===== src/rtl/fuec_pkg.sv =====
// Shared widths, FSM state encoding, codeword layout and parity-check columns
// for the 12/8 single-error-correcting scrubber.
package fuec_pkg;

    localparam int unsigned DATA_W = 8;
    localparam int unsigned PAR_W  = 4;
    localparam int unsigned CW_W   = 12;

    typedef enum logic [2:0] {
        IDLE,
        READ,
        WAIT,
        CHECK,
        WRITE,
        NEXT,
        DONE
    } state_t;

    typedef struct packed {
        logic [PAR_W-1:0]  par;
        logic [DATA_W-1:0] data;
    } codeword_t;

    // Syndrome signature of each data bit; all weight >= 2 so that a parity-only
    // flip (weight-1 syndrome) never aliases onto a data position.
    function automatic logic [PAR_W-1:0] h_col(input int bit_idx);
        case (bit_idx)
            0:       return 4'b0011;
            1:       return 4'b0101;
            2:       return 4'b0110;
            3:       return 4'b0111;
            4:       return 4'b1001;
            5:       return 4'b1010;
            6:       return 4'b1011;
            7:       return 4'b1100;
            default: return 4'b0000;
        endcase
    endfunction

endpackage


===== src/rtl/fuec_scrubber_if.sv =====
// Memory-side bus of the scrubber: request/grant handshake plus read return.
interface fuec_scrubber_if
    import fuec_pkg::*;
#(
    parameter int unsigned ADDR_W = 4
) ();

    logic              mem_req;
    logic              mem_we;
    logic [ADDR_W-1:0] mem_addr;
    logic [CW_W-1:0]   mem_wdata;
    logic              mem_gnt;
    logic              mem_rvalid;
    logic [CW_W-1:0]   mem_rdata;

    modport master (
        output mem_req, mem_we, mem_addr, mem_wdata,
        input  mem_gnt, mem_rvalid, mem_rdata
    );

    modport slave (
        input  mem_req, mem_we, mem_addr, mem_wdata,
        output mem_gnt, mem_rvalid, mem_rdata
    );

endinterface


===== src/rtl/fuec_decoder_interface.sv =====
// Combinational single-error decoder: one-hot data error position and corrected data.
module fuec_decoder_interface
    import fuec_pkg::*;
(
    input  logic [CW_W-1:0]   cw,
    output logic [DATA_W-1:0] data_c,
    output logic [DATA_W-1:0] pos_error_c
);

    codeword_t        word;
    logic [PAR_W-1:0] par_calc;
    logic [PAR_W-1:0] syndrome;

    assign word = codeword_t'(cw);

    fuec_encoder_12_8 u_enc (
        .data  (word.data),
        .par_c (par_calc)
    );

    assign syndrome = word.par ^ par_calc;

    // Only data-bit signatures are matched; parity-only errors leave this zero.
    always_comb begin
        pos_error_c = '0;
        for (int i = 0; i < int'(DATA_W); i++) begin
            pos_error_c[i] = (syndrome == h_col(i));
        end
    end

    assign data_c = word.data ^ pos_error_c;

endmodule


===== src/rtl/fuec_encoder_12_8.sv =====
// Combinational parity generator: XOR of the check columns of every set data bit.
module fuec_encoder_12_8
    import fuec_pkg::*;
(
    input  logic [DATA_W-1:0] data,
    output logic [PAR_W-1:0]  par_c
);

    always_comb begin
        par_c = '0;
        for (int i = 0; i < int'(DATA_W); i++) begin
            if (data[i]) par_c = par_c ^ h_col(i);
        end
    end

endmodule


===== src/rtl/fuec_scrubber.sv =====
// Memory scrubber: reads every codeword once per pass and rewrites those with a
// correctable data-bit error, tracking a saturating count and the last fix.
module fuec_scrubber
    import fuec_pkg::*;
#(
    parameter int unsigned ADDR_W = 4,
    parameter int unsigned CNT_W  = 8
) (
    input  logic                 clk,
    input  logic                 rst,
    input  logic                 start,
    fuec_scrubber_if.master      mem,
    output logic                 busy,
    output logic                 done,
    output logic [CNT_W-1:0]     corr_cnt,
    output logic [ADDR_W-1:0]    last_err_addr,
    output logic [DATA_W-1:0]    last_pos_error
);

    state_t            state;
    logic [ADDR_W-1:0] addr;
    logic [CW_W-1:0]   word_q;
    logic              req_q;
    logic              we_q;
    logic [CW_W-1:0]   wdata_q;

    logic [DATA_W-1:0] data_dec;
    logic [DATA_W-1:0] pos_error;
    logic [PAR_W-1:0]  par_enc;

    fuec_decoder_interface u_dec (
        .cw          (word_q),
        .data_c      (data_dec),
        .pos_error_c (pos_error)
    );

    fuec_encoder_12_8 u_enc (
        .data  (data_dec),
        .par_c (par_enc)
    );

    assign mem.mem_req   = req_q;
    assign mem.mem_we    = we_q;
    assign mem.mem_addr  = addr;
    assign mem.mem_wdata = wdata_q;

    // Control FSM; bus and status outputs are set on the transition into each state.
    always_ff @(posedge clk or posedge rst) begin
        if (rst) begin
            state          <= IDLE;
            addr           <= '0;
            word_q         <= '0;
            req_q          <= 1'b0;
            we_q           <= 1'b0;
            wdata_q        <= '0;
            busy           <= 1'b0;
            done           <= 1'b0;
            corr_cnt       <= '0;
            last_err_addr  <= '0;
            last_pos_error <= '0;
        end else begin
            case (state)
                IDLE: begin
                    if (start) begin
                        addr           <= '0;
                        corr_cnt       <= '0;
                        last_err_addr  <= '0;
                        last_pos_error <= '0;
                        busy           <= 1'b1;
                        req_q          <= 1'b1;
                        we_q           <= 1'b0;
                        state          <= READ;
                    end
                end
                READ: begin
                    if (mem.mem_gnt) begin
                        req_q <= 1'b0;
                        state <= WAIT;
                    end
                end
                WAIT: begin
                    if (mem.mem_rvalid) begin
                        word_q <= mem.mem_rdata;
                        state  <= CHECK;
                    end
                end
                CHECK: begin
                    if (|pos_error) begin
                        req_q   <= 1'b1;
                        we_q    <= 1'b1;
                        wdata_q <= {par_enc, data_dec};
                        state   <= WRITE;
                    end else begin
                        state <= NEXT;
                    end
                end
                WRITE: begin
                    // word_q is untouched here, so pos_error still describes this word
                    if (mem.mem_gnt) begin
                        req_q          <= 1'b0;
                        we_q           <= 1'b0;
                        last_err_addr  <= addr;
                        last_pos_error <= pos_error;
                        if (corr_cnt != '1) corr_cnt <= corr_cnt + CNT_W'(1);
                        state          <= NEXT;
                    end
                end
                NEXT: begin
                    if (&addr) begin
                        done  <= 1'b1;
                        state <= DONE;
                    end else begin
                        addr  <= addr + ADDR_W'(1);
                        req_q <= 1'b1;
                        state <= READ;
                    end
                end
                DONE: begin
                    done  <= 1'b0;
                    busy  <= 1'b0;
                    state <= IDLE;
                end
                default: begin
                    state <= IDLE;
                end
            endcase
        end
    end

endmodule

===== src/flat_wrapper.sv =====
// flat-port wrapper written by rule: the top's interface ports become plain ports
module fuec_scrubber_flat import fuec_pkg::*;
#(
    parameter int unsigned ADDR_W = 4,
    parameter int unsigned CNT_W  = 8
)
  (clk, rst, start, busy, done, corr_cnt, last_err_addr, last_pos_error, mem_mem_req, mem_mem_we, mem_mem_addr, mem_mem_wdata, mem_mem_gnt, mem_mem_rvalid, mem_mem_rdata);
  fuec_scrubber_if #(.ADDR_W(ADDR_W)) mem_i ();
  input  logic clk;
  input  logic rst;
  input  logic start;
  output logic busy;
  output logic done;
  output logic [CNT_W-1:0] corr_cnt;
  output logic [ADDR_W-1:0] last_err_addr;
  output logic [DATA_W-1:0] last_pos_error;
  output wire logic [$bits(mem_i.mem_req)-1:0] mem_mem_req;
  output wire logic [$bits(mem_i.mem_we)-1:0] mem_mem_we;
  output wire logic [$bits(mem_i.mem_addr)-1:0] mem_mem_addr;
  output wire logic [$bits(mem_i.mem_wdata)-1:0] mem_mem_wdata;
  input wire logic [$bits(mem_i.mem_gnt)-1:0] mem_mem_gnt;
  input wire logic [$bits(mem_i.mem_rvalid)-1:0] mem_mem_rvalid;
  input wire logic [$bits(mem_i.mem_rdata)-1:0] mem_mem_rdata;
  assign mem_mem_req = mem_i.mem_req;
  assign mem_mem_we = mem_i.mem_we;
  assign mem_mem_addr = mem_i.mem_addr;
  assign mem_mem_wdata = mem_i.mem_wdata;
  assign mem_i.mem_gnt = mem_mem_gnt;
  assign mem_i.mem_rvalid = mem_mem_rvalid;
  assign mem_i.mem_rdata = mem_mem_rdata;
  fuec_scrubber #(.ADDR_W(ADDR_W), .CNT_W(CNT_W)) u_core (.clk(clk), .rst(rst), .start(start), .mem(mem_i), .busy(busy), .done(done), .corr_cnt(corr_cnt), .last_err_addr(last_err_addr), .last_pos_error(last_pos_error));
endmodule

===== config.mk =====
export PLATFORM = sky130hd
export DESIGN_NAME = fuec_scrubber_flat
export DESIGN_NICKNAME = d
export VERILOG_FILES = /design/src/rtl/fuec_pkg.sv /design/src/rtl/fuec_scrubber_if.sv /design/src/rtl/fuec_decoder_interface.sv /design/src/rtl/fuec_encoder_12_8.sv /design/src/rtl/fuec_scrubber.sv /design/src/flat_wrapper.sv
export SDC_FILE = /design/constraint.sdc
export NUM_CORES = 1
export LEC_CHECK = 0
export ABC_AREA = 1
export CAP_MARGIN = 5
export CORE_ASPECT_RATIO = 1.5
export CORE_MARGIN = 3
export CORE_UTILIZATION = 50
export CTS_CLUSTER_SIZE = 30
export DETAILED_ROUTE_END_ITERATION = 8
export PLACE_DENSITY_LB_ADDON = 0.25
export SYNTH_ARGS = -nofsm -noshare
export SYNTH_HDL_FRONTEND = slang
export SYNTH_SLANG_ARGS = --single-unit

===== constraint.sdc =====
create_clock -name clk -period 3.2 [get_ports clk]
set_input_delay 0.48 -clock clk [delete_from_list [all_inputs] [get_ports clk]]
set_output_delay 0.48 -clock clk [all_outputs]
set_load 0.02 [all_outputs]

==> flow_summary_export.csv, run 1 <==
group,metric,value,unit
drt,drt.antenna.violating_nets,0,
synthesis,yosys-top-cells-area,"dfrtp_1 (45%), nand2_1 (17%), nand3_1 (8.1%)",
global_routing,antenna_found_initial,0,
sta,finalCritPeriodShare,0.780,
clock_tree,htreeDepth,2,
clock_tree,cts_root_buf,"clkbuf_8",
drt,routed_wirelength,7560,um
cells_and_area,multi_input_area,0.00150,mm2
floorplan,rows,34,
placement,dp.cells,549,
sta,min_period,2490,ps
floorplan,die_area,0.00715,mm2
worst_setup_path,worstPathRequired,3460,ps
sta,worstMarginPinSlew,709,ps
drt,route.detailed.drc,0,
clock_tree,tritoncts.num_buffers,5,
floorplan,core_area,0.00587,mm2
global_routing,grt_pass1_vias,2929,
synthesis,syn_area,0.00308,mm2
worst_setup_path,start_kind,"flip-flop",
sta,fin_setup_tns,0,ps
worst_setup_path,worstPathArrival,2750,ps
worst_hold_path,holdCritPathClass,"flip-flop to flip-flop",
clock_tree,clk_latency,310,ps
sta,setup_violations,0,
synthesis,synth_top_area_frac,0.447,
drt,drt-wirelength-per-cell,13.6,um
drt,drt_iter0_markers,158,
power,peakVddDrop,0.669,mV
cells_and_area,fin_area,0.00382,mm2
sta,fin_skew,6.76,ps
sta,slew_headroom,0.527,
floorplan,die_w,70.1,um
clock_tree,clk_pin_slew,100,ps
cells_and_area,fin_cells,557,
worst_hold_path,min_path_cells,2,
cells_and_area,fillers,558,
sta,hold_viol,0,
cells_and_area,num_antenna_cells,0,
run_status,status,"completed",
synthesis,syn_inst,425,
global_routing,grt_max_degree,56,
clock_tree,cts_tree,"done",
cells_and_area,drive_above_1_share,0.0887,
worst_setup_path,ff2ff_path_depth,15,
worst_setup_path,path_class,"flip-flop to flip-flop",
drt,drt-vias-per-instance,5.43,
drt,first_pass_iters,5,
synthesis,ys_warn_count,0,
cells_and_area,final_common_cell,"nand2_1",
global_routing,grt_overflow,0,
cells_and_area,layout.nets,503,
worst_setup_path,cp-end-kind,"flip-flop",
cells_and_area,synthToLayoutAreaGrowth,24.2,%
clock_tree,postCtsSetupRepairBufs,0,
clock_tree,cts_resized,0,
placement,dpl_cell_area,0.00372,mm2
sta,hold_slack,498,ps
synthesis,async_flop_share,1.00,
clock_tree,cts.sinks,55,
clock_tree,cts_buffer_depth,2,
worst_setup_path,ff2ff_setup_slack,710,ps
drt,vias,3025,
global_routing,grt.total_usage,0.218,
synthesis,post_synth.cell_area_avg,7.24,um2
placement,gp_congestion,0.892,
power,p_per_area,1180,mW/mm2
sta,rsz0062_at_grt,"false",
synthesis,ys_ff_latch,55,
cells_and_area,most-common-layout-cells,"nand2_1 (142), clkdlybuf4s50_1 (56), dfrtp_1 (55)",
floorplan,pin_count,57,
placement,io_buffer_count,56,
synthesis,yosysSeqAreaShare,0.447,
clock_tree,postCtsHoldBufs,0,
floorplan,die_y,102,um
synthesis,synth_nets,444,
global_routing,grt_pass1_wl,12700,um
worst_setup_path,cp_max_fo,21,
cells_and_area,register_area,0.00138,mm2
synthesis,yosys.area.top_type,"dfrtp_1",
sta,drv_slew,0,
floorplan,initial_utilization,0.524,
synthesis,yosys_most_used_dff,"dfrtp_1",
synthesis,synth_edf_count,0,
sta,max_freq,401,MHz
synthesis,yosysUniqueCellTypes,30,
power,power_leakage,1.92,nW
flow_run,max_cap_violations,0,
placement,place_hpwl,5810,um
## through the flow
| step | setup WS (ps) | util | power [W] |
|---|---|---|---|
| 3_3_place_gp | 846 | 0.634 | 0.00400 |
| 3_5_place_dp | 749 | 0.634 | 0.00409 |
| 4_1_cts | 716 | 0.651 | 0.00452 |
| 2_1_floorplan | 1380 | - | 0.00325 |
| 6_report | 706 | 0.651 | 0.00452 |
| 5_1_grt | 393 | 0.651 | 0.00495 |
## power by group
group / internal [W] / leakage [nW] / switching (W)
registers: 0.000926 / 0.698 / 0.000211
logic: 0.00102 / 1.18 / 0.00195
clock network: 0.000177 / 0.0474 / 0.000240
total: 0.00212 / 1.92 / 0.00240
## worst max-delay path, stage by stage, from the launching register on
cell and delay [ps]:
dfrtp_1 500, inv_2 210, nand2_2 70, nand2_1 60, nand2_1 50, nand2_1 120
inv_2 50, nand2_1 70, nand2_2 80, nor2_4 170, nand2_1 150, nand3_1 150
nand2_1 350, inv_1 250, nand3_1 100, nand2_1 60
## routing by layer
layer  up-vias  wire length, um  GRT usage
met5         -                0          0
met3        16              295     0.0256
li1       1496                -          -
met1      1425             3020      0.233
met4         0              194     0.0929
met2        88             4050      0.428
## area by class of cell
type,instances,share of cell area
Sequential cell,55,0.360
Timing Repair Buffer,60,0.154
Clock inverter,2,0.00425
Inverter,45,0.0442
Multi-Input combinational cell,317,0.392
Tap cell,72,0.0236
Clock buffer,6,0.0216
## path summary, 6_finish.rpt
check | start | endpoint
setup / recovery | u_core.word_q[3] | u_core.mem.mem_wdata[8]
hold / removal | u_core.mem.mem_wdata[10] | u_core.mem.mem_wdata[10]
setup reg to reg | u_core.word_q[3] | u_core.mem.mem_wdata[8]
hold reg to reg | u_core.mem.mem_wdata[10] | u_core.mem.mem_wdata[10]
max in group asynchronous | rst | u_core.word_q[7]
min in group asynchronous | rst | u_core.corr_cnt[3]
## cell usage after synthesis, types with 4 or more instances
cell type,n
o21ai_1,8
nor3_1,7
nor2_1,30
inv_1,36
dfrtp_1,55
a21oi_1,19
inv_2,9
nand2_1,142
nand3_1,50
clkbuf_1,5
nand2_2,11
nand3b_1,4
o21ai_0,17
nand4_1,4
## sequential cells by signal (all words and copies together), names as in the netlist
signal,flops
u_core.mem.mem_wdata,12
u_core.word_q,12
u_core.corr_cnt,8
u_core.last_pos_error,8
u_core.last_err_addr,4
u_core.mem.mem_addr,4
u_core.state,3
u_core.busy,1
u_core.done,1
u_core.mem.mem_req,1
u_core.mem.mem_we,1
## cells by family after synthesis
family / synth area share
AO/OA/AOI/OAI: 0.0882
buffers and inverters: 0.0659
multiplexers: 0.0106
adder cells (fa/ha/maj): 0.00813
flip-flops: 0.447
AND/OR/NAND/NOR: 0.369
XOR/XNOR: 0.0110
(Power assumes the default switching activity.)
==> run 2, diff against run 1 <==
==> constraint.sdc (replaced) <==
create_clock -name clk -period 2.4 [get_ports clk]
set_input_delay 0.36 -clock clk [delete_from_list [all_inputs] [get_ports clk]]
set_output_delay 0.36 -clock clk [all_outputs]
set_load 0.02 [all_outputs]
==> flow_summary_export.csv, run 2 (synthesis results as in run 1) <==
group,metric,value,unit
sta,rsz0062_at_grt,"false",
power,power_leakage,1.95,nW
floorplan,die_y,102,um
worst_setup_path,cp-end-kind,"flip-flop",
global_routing,grt_overflow,0,
worst_setup_path,r2r-end,"u_core.mem.mem_wdata[9]",
worst_setup_path,ff2ff_setup_slack,220,ps
drt,drt_iter0_markers,230,
worst_setup_path,start_kind,"flip-flop",
power,peakVddDrop,0.842,mV
sta,fin_skew,7.11,ps
worst_setup_path,critical_path.most_common_cell,"nand2_1",
cells_and_area,fin_util,0.665,
worst_setup_path,crit_family,"simple AND/OR/NAND/NOR gates",
drt,drt.antenna.violating_nets,0,
worst_setup_path,cp.buffers_inverters,2,
floorplan,die_area,0.00715,mm2
sta,setup_violations,0,
floorplan,pin_count,57,
power,p_per_area,1600,mW/mm2
cells_and_area,most-common-layout-cells,"nand2_1 (141), clkdlybuf4s50_1 (56), dfrtp_1 (51)",
placement,io_buffer_count,56,
cells_and_area,fillers,543,
placement,dp.cells,551,
drt,route.detailed.drc,0,
worst_setup_path,worstPathRequired,2600,ps
cells_and_area,fin_cells,562,
global_routing,grt.total_usage,0.219,
global_routing,antenna_found_initial,0,
worst_setup_path,slowest_delay,460,ps
cells_and_area,synthToLayoutAreaGrowth,26.8,%
sta,drv_slew,0,
clock_tree,htreeDepth,2,
floorplan,core_area,0.00587,mm2
sta,max_freq,458,MHz
floorplan,initial_utilization,0.524,
global_routing,grt_max_degree,56,
worst_setup_path,ff2ff_path_depth,17,
clock_tree,clk_latency,310,ps
global_routing,grt_pass1_vias,2898,
global_routing,grt_pass1_wl,12800,um
placement,place_hpwl,5750,um
clock_tree,cts.sinks,55,
floorplan,die_w,70.1,um
worst_setup_path,cp_max_fo,7,
cells_and_area,drive_above_1_share,0.112,
clock_tree,cts_root_buf,"clkbuf_8",
cells_and_area,num_antenna_cells,0,
drt,vias,3037,
drt,drt-vias-per-instance,5.40,
run_status,status,"completed",
clock_tree,clk_pin_slew,100,ps
placement,gp_congestion,0.863,
power,power.total,0.00624,W
sta,min_period,2180,ps
cells_and_area,layout.nets,509,
worst_setup_path,worstPathArrival,2390,ps
worst_setup_path,crit_chain,"inv_2 > nand2_1 > nand2_1 > nand2_1 > nand2_1 > inv_1 > nand2_1 > nand2_2 > nor2_4 > nand2_1 > nand2_1 > nand2_1 > nand2_1 > nand2_1 > nand3b_1 > nand3_1 > nand2_1",
sta,fin_setup_tns,0,ps
sta,slew_headroom,0.783,
drt,first_pass_iters,4,
worst_setup_path,crit_slowest_cell,"dfrtp_2",
sta,hold_viol,0,
worst_setup_path,r2r-start,"u_core.word_q[2]",
sta,finalCritPeriodShare,0.910,
floorplan,rows,34,
drt,routed_wirelength,7470,um
flow_run,max_cap_violations,0,
clock_tree,cts_tree,"done",
drt,drt-wirelength-per-cell,13.3,um
cells_and_area,final_common_cell,"nand2_1",
worst_setup_path,path_class,"flip-flop to flip-flop",
worst_setup_path,critPathLaunch,"u_core.word_q[2]",
clock_tree,tritoncts.num_buffers,5,
clock_tree,cts_buffer_depth,2,
worst_hold_path,holdCritPathClass,"primary input to async pin",
sta,worstMarginPinSlew,323,ps
## run 2: cell count changes in the layout (fill, tap and decap cells not counted), moves of 2 or more
| cell | before | now |
|---|---|---|
| dfrtp_1 | 55 | 51 |
| inv_1 | 35 | 33 |
| dfrtp_2 | 0 | 4 |
| buf_4 | 4 | 9 |
## run 2: repair_timing
item                       4_1_cts  5_1_grt
resized for setup                0        9
buffers inserted                 0        4
hold buffers                     0        0
setup endpoints to repair        0        3
## run 2: area by class of cell
cell class,count,area [um2],share of cell area
timing repair buffer,66,648,0.166
tap,72,90.1,0.0231
inverter,45,171,0.0439
clock inverter,2,37.5,0.00962
sequential,55,1380,0.354
clock buffer,5,68.8,0.0176
multi-input combinational,317,1510,0.386
## run 2: per-layer routing
layer | vias up | track usage | part of all wire
met2 | 87 | 0.408 | 0.54
li1 | 1506 | - | -
met3 | 17 | 0.0276 | 0.035
met1 | 1427 | 0.249 | 0.39
met5 | - | 0 | 0
met4 | 0 | 0.100 | 0.027
## run 2: worst max path at each step
| stage | endpoint | slack [ps] | cells past startpoint |
|---|---|---|---|
| global route | u_core.mem.mem_wdata[9] | 9 | 17 |
| detailed placement | u_core.mem.mem_wdata[9] | 230 | 17 |
| global placement | u_core.mem.mem_wdata[9] | 250 | 17 |
| finish | u_core.mem.mem_wdata[9] | 220 | 17 |
| floorplan | u_core.mem.mem_wdata[9] | 580 | 17 |
| CTS | u_core.mem.mem_wdata[9] | 200 | 17 |
## run 2: power by group
part / internal [W] / switching (W) / total (W)
Combinational: 0.00148 / 0.00261 / 0.00409
Sequential: 0.00124 / 0.000300 / 0.00154
Clock: 0.000305 / 0.000300 / 0.000605
## run 2: tightest hold or removal path, cell delays in order
cell             delay, ps
clkdlybuf4s50_1        410
inv_2                   70
buf_12                 270
## run 2: metrics by stage
stage | cell area [um2] | hold slack (ps) | worst slack, ps
final | 3900 | 404 | 216
after global routing | 3900 | 445 | 8.77
after CTS | 3860 | 417 | 203
after detailed placement | 3750 | 472 | 229
after global placement | 3750 | 474 | 254
after floorplan | 3080 | 493 | 582
==> run 3, diff against run 2 <==
--- a/config.mk
+++ b/config.mk
@@ -9,8 +9,8 @@
 export CAP_MARGIN = 5
 export CORE_ASPECT_RATIO = 1.5
 export CORE_MARGIN = 3
-export CORE_UTILIZATION = 50
-export CTS_CLUSTER_SIZE = 30
+export CORE_UTILIZATION = 47
+export CTS_CLUSTER_SIZE = 12
 export DETAILED_ROUTE_END_ITERATION = 8
 export PLACE_DENSITY_LB_ADDON = 0.25
 export SYNTH_ARGS = -nofsm -noshare
==> constraint.sdc (replaced) <==
create_clock -name clk -period 1.85 [get_ports clk]
set_input_delay 0.2775 -clock clk [delete_from_list [all_inputs] [get_ports clk]]
set_output_delay 0.2775 -clock clk [all_outputs]
set_load 0.02 [all_outputs]
==> flow_summary_export.csv, run 3 (synthesis results as in run 1) <==
group,metric,value,unit
power,power_leakage,2.27,nW
cells_and_area,final_common_cell,"nand2_1",
cells_and_area,most-common-layout-cells,"nand2_1 (117), buf_4 (62), clkdlybuf4s50_1 (56)",
worst_setup_path,ff2ff_setup_slack,-230,ps
global_routing,grt_pass1_vias,3239,
worst_setup_path,critPathLaunch,"u_core.word_q[3]",
clock_tree,postCtsHoldBufs,0,
worst_setup_path,start_kind,"flip-flop",
drt,route.detailed.drc,0,
floorplan,die_area,0.00758,mm2
floorplan,pin_count,57,
sta,finalCritPeriodShare,1.12,
sta,worstMarginPinSlew,316,ps
worst_hold_path,holdCritPathClass,"primary input to async pin",
clock_tree,clk_latency,320,ps
placement,io_buffer_count,56,
worst_setup_path,cp-end-kind,"flip-flop",
drt,drt_iter0_markers,212,
clock_tree,cts_tree,"done",
sta,slew_headroom,0.790,
clock_tree,tritoncts.num_buffers,5,
sta,max_freq,482,MHz
flow_run,max_cap_violations,0,
run_status,status,"finished, violations left",
clock_tree,cts.sinks,55,
sta,drv_slew,0,
worst_setup_path,r2r-end,"u_core.mem.mem_wdata[9]",
sta,fin_skew,12.7,ps
power,p_per_area,2250,mW/mm2
drt,routed_wirelength,8240,um
worst_setup_path,r2r-start,"u_core.word_q[3]",
floorplan,die_y,105,um
placement,gp_congestion,0.991,
worst_setup_path,worstPathRequired,2060,ps
global_routing,grt_overflow,0,
placement,place_hpwl,5920,um
worst_setup_path,cp_max_fo,7,
worst_setup_path,path_class,"flip-flop to flip-flop",
sta,rsz0062_at_grt,"true",
sta,worst_slack,-225,ps
cells_and_area,layout.nets,566,
floorplan,die_w,72.1,um
global_routing,grt.total_usage,0.223,
power,power.total,0.0101,W
global_routing,grt_pass1_wl,13700,um
clock_tree,cts_root_buf,"clkbuf_8",
placement,dp_slack,-212,ps
clock_tree,clk_pin_slew,100,ps
global_routing,grt_max_degree,56,
power,peakVddDrop,1.25,mV
drt,drt-vias-per-instance,5.33,
sta,hold_viol,0,
clock_tree,cts_buffer_depth,2,
worst_setup_path,ff2ff_path_depth,16,
run_status,violations,"setup timing",
worst_setup_path,worstPathArrival,2290,ps
sta,setup_violations,16,
sta,min_period,2080,ps
drt,first_pass_iters,4,
drt,vias,3313,
floorplan,initial_utilization,0.492,
cells_and_area,synthToLayoutAreaGrowth,45.8,%
cells_and_area,drive_above_1_share,0.265,
cells_and_area,num_antenna_cells,0,
floorplan,core_area,0.00626,mm2
floorplan,rows,35,
clock_tree,htreeDepth,2,
drt,drt.antenna.violating_nets,0,
global_routing,antenna_found_initial,0,
drt,drt-wirelength-per-cell,13.3,um
-- run 3: cell count changes in the layout (fill, tap and decap cells not counted), sizes merged --
cell,delta
buf,+57
bufinv,-1
clkbuf,+1
clkinv,+1
-- run 3: power by group --
part / switching (W) / total (W) / internal (W)
Clock: 0.000415 / 0.000721 / 0.000307
Sequential: 0.000325 / 0.00194 / 0.00161
Combinational: 0.00419 / 0.00744 / 0.00325
-- run 3: layout make-up --
class / instances / area [um2]
clock buffer: 6 / 82.6
sequential: 55 / 1380
inverter: 45 / 174
tap: 74 / 92.6
timing repair buffer: 123 / 1090
clock inverter: 2 / 16.3
multi-input combinational: 317 / 1650
fill: 518 / 1770
-- run 3: what timing repair did --
item,in CTS,in global routing
pin swaps,15,12
setup endpoints to repair,15,28
cloned,0,0
resized for setup,35,25
buffers inserted,8,5
-- run 3: how the worst max path moves through the flow --
stage	to	slack, ps	depth (start not counted)
after CTS	u_core.mem.mem_wdata[9]	-170	17
after floorplan	u_core.mem.mem_wdata[9]	30	17
after global placement	u_core.mem.mem_wdata[8]	-220	14
after global routing	u_core.mem.mem_wdata[8]	-390	18
after detailed placement	u_core.mem.mem_wdata[8]	-210	14
final	u_core.mem.mem_wdata[9]	-230	16
-- run 3: metal layers --
metal / vias up / GRT usage / routed length [um]
li1: 1629 / - / -
met1: 1532 / 0.252 / 3070
met2: 113 / 0.385 / 4300
met3: 39 / 0.0279 / 369
met4: 0 / 0.140 / 502
met5: - / 0 / 0
-- run 3: worst max-delay path, cell delays in order (launching register included) --
cell,delay [ps]
dfrtp_1,430
buf_4,150
buf_4,140
nand2_1,70
nand2_2,60
nand2_1,70
nand2_2,100
nor2_4,230
nand2_2,120
nand2_2,90
nand2_2,80
nand2_2,110
nand2_2,60
nand2_1,60
nand3b_1,80
nand3_1,70
nand2_1,50
-- run 3: stage by stage --
stage / cells / hold slack, ps / instance area [um2] / utilization / setup TNS (ps)
3_3_place_gp: 601 / 468 / 4120 / 0.657 / -2400
6_report: 622 / 294 / 4490 / 0.717 / -2080
2_1_floorplan: 425 / 424 / 3080 / - / 0
4_1_cts: 617 / 326 / 4390 / 0.701 / -1960
3_5_place_dp: 601 / 470 / 4120 / 0.657 / -2390
5_1_grt: 622 / 332 / 4490 / 0.717 / -5110
